==> src/rtl/fft_calc_ctrl.sv <==
// fft_calc_ctrl: sequencer for an in-place radix-2 FFT, driving RAM strobes/addresses and twiddle index.
// Define FFT_CALC_CTRL_BITREV_EN to add a bit-reversal reorder pass ahead of stage 0.
module fft_calc_ctrl #(
    parameter int unsigned BFLY_LATENCY = 2
) (
    input  logic        i_clk,
    input  logic        i_rstn,
    input  logic        i_DATA_LOADED,
    input  logic [11:0] i_SAMPLES_NUMBER,
    output logic        o_CALC_END,
    output logic        o_BUSY,
    output logic        o_RD_ram,
    output logic [11:0] o_RD_INDEX_ram,
    output logic        o_WR_ram,
    output logic [11:0] o_WR_INDEX_ram,
    output logic [10:0] o_TWIDDLE_INDEX,
    output logic [3:0]  o_STAGE,
    output logic        o_SWAP
);
    localparam int unsigned AW = 12;
    localparam int unsigned KW = 11;
    localparam int unsigned SW = 4;

    localparam logic [3:0] S_IDLE = 4'd0;
    localparam logic [3:0] S_RD_A = 4'd1;
    localparam logic [3:0] S_RD_B = 4'd2;
    localparam logic [3:0] S_WAIT = 4'd3;
    localparam logic [3:0] S_WR_A = 4'd4;
    localparam logic [3:0] S_WR_B = 4'd5;
    localparam logic [3:0] S_DONE = 4'd6;
`ifdef FFT_CALC_CTRL_BITREV_EN
    localparam logic [3:0] S_BR_A = 4'd7;
    localparam logic [3:0] S_BR_B = 4'd8;
    localparam logic [3:0] S_BW_A = 4'd9;
    localparam logic [3:0] S_BW_B = 4'd10;
`endif

    logic [3:0]    state, state_nxt;
    logic [AW-1:0] n_q, n_nxt;
    logic [SW-1:0] l_q, l_nxt, s_q, s_nxt, w_q, w_nxt;
    logic [KW-1:0] k_q, k_nxt;
    logic          n_ok;
    logic [SW-1:0] l_in;
    logic [AW-1:0] half_c, pos_c, top_c, bot_c;
    logic [KW-1:0] tw_c;
    logic          busy_nxt, end_nxt, rd_nxt, wr_nxt, swap_nxt;
    logic [AW-1:0] rd_idx_nxt, wr_idx_nxt;
    logic [KW-1:0] tw_nxt;
    logic [SW-1:0] stage_nxt;
`ifdef FFT_CALC_CTRL_BITREV_EN
    logic [AW-1:0] i_q, i_nxt, rev_c;
    logic [AW:0]   swap_res;

    function automatic logic [AW-1:0] bit_rev(input logic [AW-1:0] x, input logic [SW-1:0] l);
        logic [AW-1:0] r;
        r = {<<{x}};
        return r >> (SW'(AW) - l);
    endfunction

    // Smallest j >= from with bitrev(j) > j, so non-swapping indices cost no cycles.
    function automatic logic [AW:0] next_swap(input logic [AW-1:0] from, input logic [AW-1:0] n,
                                              input logic [SW-1:0] l);
        logic [AW:0]   res;
        logic [AW-1:0] jv;
        res = '0;
        for (int j = 2047; j >= 0; j--) begin
            jv = AW'(j);
            if (jv >= from && jv < n && bit_rev(jv, l) > jv) res = {1'b1, jv};
        end
        return res;
    endfunction
`endif

    function automatic logic [SW-1:0] log2_of(input logic [AW-1:0] n);
        logic [SW-1:0] l;
        l = '0;
        for (int b = 0; b < int'(AW); b++) if (n[b]) l = SW'(b);
        return l;
    endfunction

    assign l_in = log2_of(i_SAMPLES_NUMBER);
    assign n_ok = ((i_SAMPLES_NUMBER & (i_SAMPLES_NUMBER - 12'd1)) == 12'd0)
               && (i_SAMPLES_NUMBER >= 12'd2) && (i_SAMPLES_NUMBER <= 12'd2048);

    // Next-state, counters, and next-cycle output decode.
    always_comb begin
        state_nxt = state;
        n_nxt     = n_q;
        l_nxt     = l_q;
        s_nxt     = s_q;
        k_nxt     = k_q;
        w_nxt     = w_q;
`ifdef FFT_CALC_CTRL_BITREV_EN
        i_nxt     = i_q;
        swap_res  = '0;
`endif
        case (state)
            S_IDLE, S_DONE: begin
                if (i_DATA_LOADED) begin
                    n_nxt = i_SAMPLES_NUMBER;
                    l_nxt = l_in;
                    s_nxt = '0;
                    k_nxt = '0;
                    w_nxt = '0;
                    if (!n_ok) begin
                        state_nxt = S_DONE;
                    end else begin
`ifdef FFT_CALC_CTRL_BITREV_EN
                        swap_res  = next_swap(12'd0, i_SAMPLES_NUMBER, l_in);
                        i_nxt     = swap_res[AW-1:0];
                        state_nxt = swap_res[AW] ? S_BR_A : S_RD_A;
`else
                        state_nxt = S_RD_A;
`endif
                    end
                end
            end
            S_RD_A: state_nxt = S_RD_B;
            S_RD_B: begin
                state_nxt = S_WAIT;
                w_nxt     = '0;
            end
            S_WAIT: begin
                if (w_q == SW'(BFLY_LATENCY - 1)) state_nxt = S_WR_A;
                else w_nxt = w_q + 4'd1;
            end
            S_WR_A: state_nxt = S_WR_B;
            S_WR_B: begin
                state_nxt = S_RD_A;
                if (AW'(k_q) == (n_q >> 1) - 12'd1) begin
                    k_nxt = '0;
                    if (s_q == l_q - 4'd1) state_nxt = S_DONE;
                    else s_nxt = s_q + 4'd1;
                end else begin
                    k_nxt = k_q + 11'd1;
                end
            end
`ifdef FFT_CALC_CTRL_BITREV_EN
            S_BR_A: state_nxt = S_BR_B;
            S_BR_B: state_nxt = S_BW_A;
            S_BW_A: state_nxt = S_BW_B;
            S_BW_B: begin
                swap_res  = next_swap(i_q + 12'd1, n_q, l_q);
                i_nxt     = swap_res[AW-1:0];
                state_nxt = swap_res[AW] ? S_BR_A : S_RD_A;
            end
`endif
            default: state_nxt = S_IDLE;
        endcase

        half_c = AW'(1) << s_nxt;
        pos_c  = AW'(k_nxt) & (half_c - 12'd1);
        top_c  = ((AW'(k_nxt) >> s_nxt) << (s_nxt + 4'd1)) + pos_c;
        bot_c  = top_c + half_c;
        tw_c   = KW'(pos_c << (l_nxt - 4'd1 - s_nxt));
`ifdef FFT_CALC_CTRL_BITREV_EN
        rev_c  = bit_rev(i_nxt, l_nxt);
`endif

        busy_nxt   = (state_nxt != S_IDLE) && (state_nxt != S_DONE);
        end_nxt    = (state_nxt == S_DONE);
        rd_nxt     = 1'b0;
        wr_nxt     = 1'b0;
        swap_nxt   = 1'b0;
        rd_idx_nxt = '0;
        wr_idx_nxt = '0;
        tw_nxt     = '0;
        stage_nxt  = '0;
        case (state_nxt)
            S_RD_A: begin rd_nxt = 1'b1; rd_idx_nxt = top_c; end
            S_RD_B: begin rd_nxt = 1'b1; rd_idx_nxt = bot_c; end
            S_WR_A: begin wr_nxt = 1'b1; wr_idx_nxt = top_c; end
            S_WR_B: begin wr_nxt = 1'b1; wr_idx_nxt = bot_c; end
`ifdef FFT_CALC_CTRL_BITREV_EN
            S_BR_A: begin rd_nxt = 1'b1; rd_idx_nxt = i_nxt; end
            S_BR_B: begin rd_nxt = 1'b1; rd_idx_nxt = rev_c; end
            S_BW_A: begin wr_nxt = 1'b1; wr_idx_nxt = i_nxt; swap_nxt = 1'b1; end
            S_BW_B: begin wr_nxt = 1'b1; wr_idx_nxt = rev_c; swap_nxt = 1'b1; end
`endif
            default: ;
        endcase
        if (state_nxt inside {S_RD_A, S_RD_B, S_WAIT, S_WR_A, S_WR_B}) begin
            tw_nxt    = tw_c;
            stage_nxt = s_nxt;
        end
    end

    always_ff @(posedge i_clk or negedge i_rstn) begin
        if (!i_rstn) begin
            state           <= S_IDLE;
            n_q             <= '0;
            l_q             <= '0;
            s_q             <= '0;
            k_q             <= '0;
            w_q             <= '0;
`ifdef FFT_CALC_CTRL_BITREV_EN
            i_q             <= '0;
`endif
            o_CALC_END      <= 1'b0;
            o_BUSY          <= 1'b0;
            o_RD_ram        <= 1'b0;
            o_RD_INDEX_ram  <= '0;
            o_WR_ram        <= 1'b0;
            o_WR_INDEX_ram  <= '0;
            o_TWIDDLE_INDEX <= '0;
            o_STAGE         <= '0;
            o_SWAP          <= 1'b0;
        end else begin
            state           <= state_nxt;
            n_q             <= n_nxt;
            l_q             <= l_nxt;
            s_q             <= s_nxt;
            k_q             <= k_nxt;
            w_q             <= w_nxt;
`ifdef FFT_CALC_CTRL_BITREV_EN
            i_q             <= i_nxt;
`endif
            o_CALC_END      <= end_nxt;
            o_BUSY          <= busy_nxt;
            o_RD_ram        <= rd_nxt;
            o_RD_INDEX_ram  <= rd_idx_nxt;
            o_WR_ram        <= wr_nxt;
            o_WR_INDEX_ram  <= wr_idx_nxt;
            o_TWIDDLE_INDEX <= tw_nxt;
            o_STAGE         <= stage_nxt;
            o_SWAP          <= swap_nxt;
        end
    end
endmodule

==> config.mk <==
export PLATFORM = sky130hd
export DESIGN_NAME = fft_calc_ctrl
export DESIGN_NICKNAME = d
export VERILOG_FILES = /design/src/rtl/fft_calc_ctrl.sv
export SDC_FILE = /design/constraint.sdc
export NUM_CORES = 1
export LEC_CHECK = 0
export BUFFER_PORTS_ARGS = -buffer_cell sky130_fd_sc_hd__buf_2
export CAP_MARGIN = 20
export CORE_MARGIN = 5
export CORE_UTILIZATION = 55
export CTS_CLUSTER_DIAMETER = 50
export DETAILED_ROUTE_END_ITERATION = 10
export GPL_ROUTABILITY_DRIVEN = 0
export PLACE_DENSITY = 0.73
export REMOVE_ABC_BUFFERS = 1
export SYNTH_ARGS = -nofsm -noshare
export SYNTH_HDL_FRONTEND = slang
export SYNTH_SLANG_ARGS = --single-unit
==> constraint.sdc <==
create_clock -name i_clk -period 7 [get_ports i_clk]
set_input_delay 0.7 -clock i_clk [delete_from_list [all_inputs] [get_ports i_clk]]
set_output_delay 0.7 -clock i_clk [all_outputs]
set_load 0.05 [all_outputs]
==> flow_metrics.tcl <==
set metrics [dict create \
    async_flop_share 1.00 \
    finalCritPeriodShare 1.02 \
    first_pass_iters 6 \
    hold_viol_final 0 \
    drive_gt1_frac 0.287 \
    crit_start "n_q[2]" \
    grt_pass1_vias 6170 \
    clk_latency_ns 0.34 \
    worst_slack_ns -0.121 \
    worstMarginPinSlew_ns 0.918 \
    grt_pass1_wl_um 30900 \
    outcome "finished with violations" \
    timing.slew.headroom 0.388 \
    violations "negative setup slack" \
    synth_top_flop_cell "dfrtp_1" \
    drt_iter0_markers 810 \
    syn_inst 805 \
    max_stage_delay_ns 0.46 \
    cap_violations 0 \
    antenna_cells 0 \
    ir_worst_vdd_v 0.000122 \
    netlist_area_um2 6710 \
    ys_types 82 \
    yosys_register_bits 81 \
    grt_max_degree 82 \
    ys_seq_area_frac 0.302 \
    cts_hold_buf 0 \
    fin_nets 977 \
    root_buffer "clkbuf_16" \
    clock-sinks 81 \
    row_count 40 \
    power_density_nw_per_um2 270 \
    crit_path_top_delay_cell "fa_2" \
    syn-mean-instance-area_um2 8.33 \
    crit_arrival_ns 7.34 \
    num_vias 6936 \
    numCtsBuffers 9 \
    htreeDepth 3 \
    synth-edff-count 0 \
    ios 59 \
    clkTransAtPathRegs_ns 0.06 \
    place_inst 1017 \
    area.growth.synth_to_final_pct 26.4 \
    drc 0 \
    clock.fmax_ghz 0.140 \
    antenna_found_initial 0 \
    grt-ovfl-total 0 \
    vias_per_cell 6.46 \
    fp.dieW_um 120 \
    dp_hpwl_um 14300 \
    wirelength_um 21000 \
    route.detailed.wl_per_inst_um 19.6 \
    port_buffers 57 \
    ant_nets 0 \
    maxSlewViolCount 0 \
    worstSetupStartpointType "flip-flop" \
    grtUsageTotal 0.261 \
    pre_cts_ws_ns -0.113 \
    regToRegStartpoint "n_q[2]" \
    crit_path_frequent_cell "xnor2_1" \
    finClkSkew_ns 0.00725 \
    die_h_um 120 \
    cts_buffer_depth 2 \
    required_ns 7.22 \
    setup_viol 2 \
    cp-end-kind "flip-flop" \
    ys_warn_count 0 \
    stdcell_count 1073 \
    critical_path_peak_fanout 6 \
    finalCriticalPeriod_ns 7.12 \
    power.leakage_uw 0.00400 \
    hold_path.class "input port to asynchronous set/reset pin" \
    path_class "flip-flop to flip-flop" \
    cts_tree "yes" \
    start_util 0.561 \
    fp.dieArea_um2 14500 \
    coreArea_um2 12000 \
]
cells in the final DEF, fill, tap and decap left out, types with 15 or more instances in the layout:
cell,n
inv_1,41
o21ai_0,45
nor3_1,18
ha_1,33
xnor2_1,32
nand2_1,64
buf_4,73
buf_2,57
a22o_1,19
xor2_1,15
nor2_1,70
a21oi_1,47
dfrtp_1,79
nand3_1,21
mux2_2,18
flip-flops by register name, indices dropped and copies added, names as in the netlist:
signal / count
o_BUSY: 1
n_q: 11
o_WR_INDEX_ram: 12
o_TWIDDLE_INDEX: 11
o_CALC_END: 1
state: 4
o_STAGE: 4
o_RD_ram: 1
o_WR_ram: 1
l_q: 4
w_q: 4
o_RD_INDEX_ram: 12
k_q: 11
s_q: 4
critical path, delay by kind of cell, from the launching register on:
family	cells	cell delay [ns]
AO/OA/AOI/OAI	15	3.01
adder cells (fa/ha/maj)	4	1.06
AND/OR/NAND/NOR	5	1.06
buffers and inverters	5	0.77
XOR/XNOR	4	0.66
flip-flops	1	0.43
through the flow:
stage               instance area [µm²]   util  hold slack (ns)  TNS [ns]  total power [µW]
floorplan                          6530      -            0.404    -10.56              1350
global placement                   7360  0.616            0.515         0              1560
detailed placement                 7360  0.616            0.546    -0.226              1600
CTS                                7770  0.650            0.562         0              2170
global route                       8470  0.708            0.176    -0.849              2410
finish                             8470  0.708            0.183    -0.239              2290
logic make-up after synthesis:
logic type,after synthesis,synth area share
AND/OR/NAND/NOR,274,0.206
AO/OA/AOI/OAI,235,0.234
buffers and inverters,87,0.0537
flip-flops,81,0.302
XOR/XNOR,53,0.0692
adder cells (fa/ha/maj),42,0.0814
multiplexers,32,0.0526
other,1,0.000559
Yosys cell counts (4+ instances only):
cell type | number | area, µm²
nor3_1 | 22 | 110
xor2_1 | 15 | 131
and2_1 | 10 | 62.6
buf_2 | 6 | 30.0
nor2b_1 | 11 | 68.8
a211oi_1 | 7 | 52.6
or2_2 | 6 | 37.5
o211ai_1 | 9 | 67.6
or3_1 | 8 | 50.1
mux2i_1 | 12 | 120
clkbuf_1 | 26 | 97.6
o21bai_1 | 9 | 67.6
nor2_1 | 75 | 282
and3_1 | 9 | 56.3
nand3_1 | 22 | 110
dfrtp_1 | 81 | 2030
a22o_1 | 19 | 166
o21ai_0 | 51 | 255
o221ai_1 | 4 | 35.0
nand2b_1 | 9 | 56.3
or4_1 | 4 | 30.0
nor4_1 | 10 | 62.6
inv_1 | 44 | 165
xnor2_1 | 38 | 333
o21ai_2 | 4 | 35.0
mux2_2 | 18 | 203
o21ai_1 | 4 | 20.0
ha_1 | 38 | 475
a31oi_1 | 11 | 68.8
nand2_1 | 65 | 244
o22ai_1 | 15 | 93.8
o21a_1 | 9 | 67.6
a21oi_1 | 54 | 270
routing by layer:
metal	share of wire	global-route usage
met5	0	0
met3	0.084	0.0412
met4	0.038	0.0850
met2	0.46	0.421
met1	0.41	0.362
final timing paths:
check	to	slack, ns	cells past startpoint
setup / recovery	o_WR_INDEX_ram[11]	-0.12	33
hold / removal	k_q[1]	0.18	1
setup reg to reg	o_WR_INDEX_ram[11]	-0.12	33
hold reg to reg	w_q[3]	0.55	2
max in group asynchronous	state[0]	6.24	2
min in group i_clk	w_q[3]	0.55	2
final cells by class:
| cell class | count | area, µm² |
|---|---|---|
| clock buffers | 10 | 229 |
| clock inverters | 6 | 114 |
| fillers | 873 | 3490 |
| inverters | 48 | 194 |
| multi-input cells | 638 | 4680 |
| flip-flops and latches | 81 | 2030 |
| well taps | 147 | 184 |
| repair buffers | 142 | 1030 |
| repair inverters | 1 | 7.51 |
power by group:
| group | switching [µW] | total (µW) | internal (µW) |
|---|---|---|---|
| Clock | 197 | 547 | 350 |
| Sequential | 102 | 649 | 547 |
| Combinational | 651 | 1090 | 439 |
| Total | 951 | 2290 | 1340 |
what timing repair did:
action | in CTS | in global routing
setup buffers | 2 | 31
setup endpoints to repair | 2 | 4
endpoints found under the hold margin | 0 | 0
cloned | 0 | 4
pin swaps | 2 | 29
gates resized for setup | 10 | 78
Note: power is estimated with default switching activity, not from simulation.
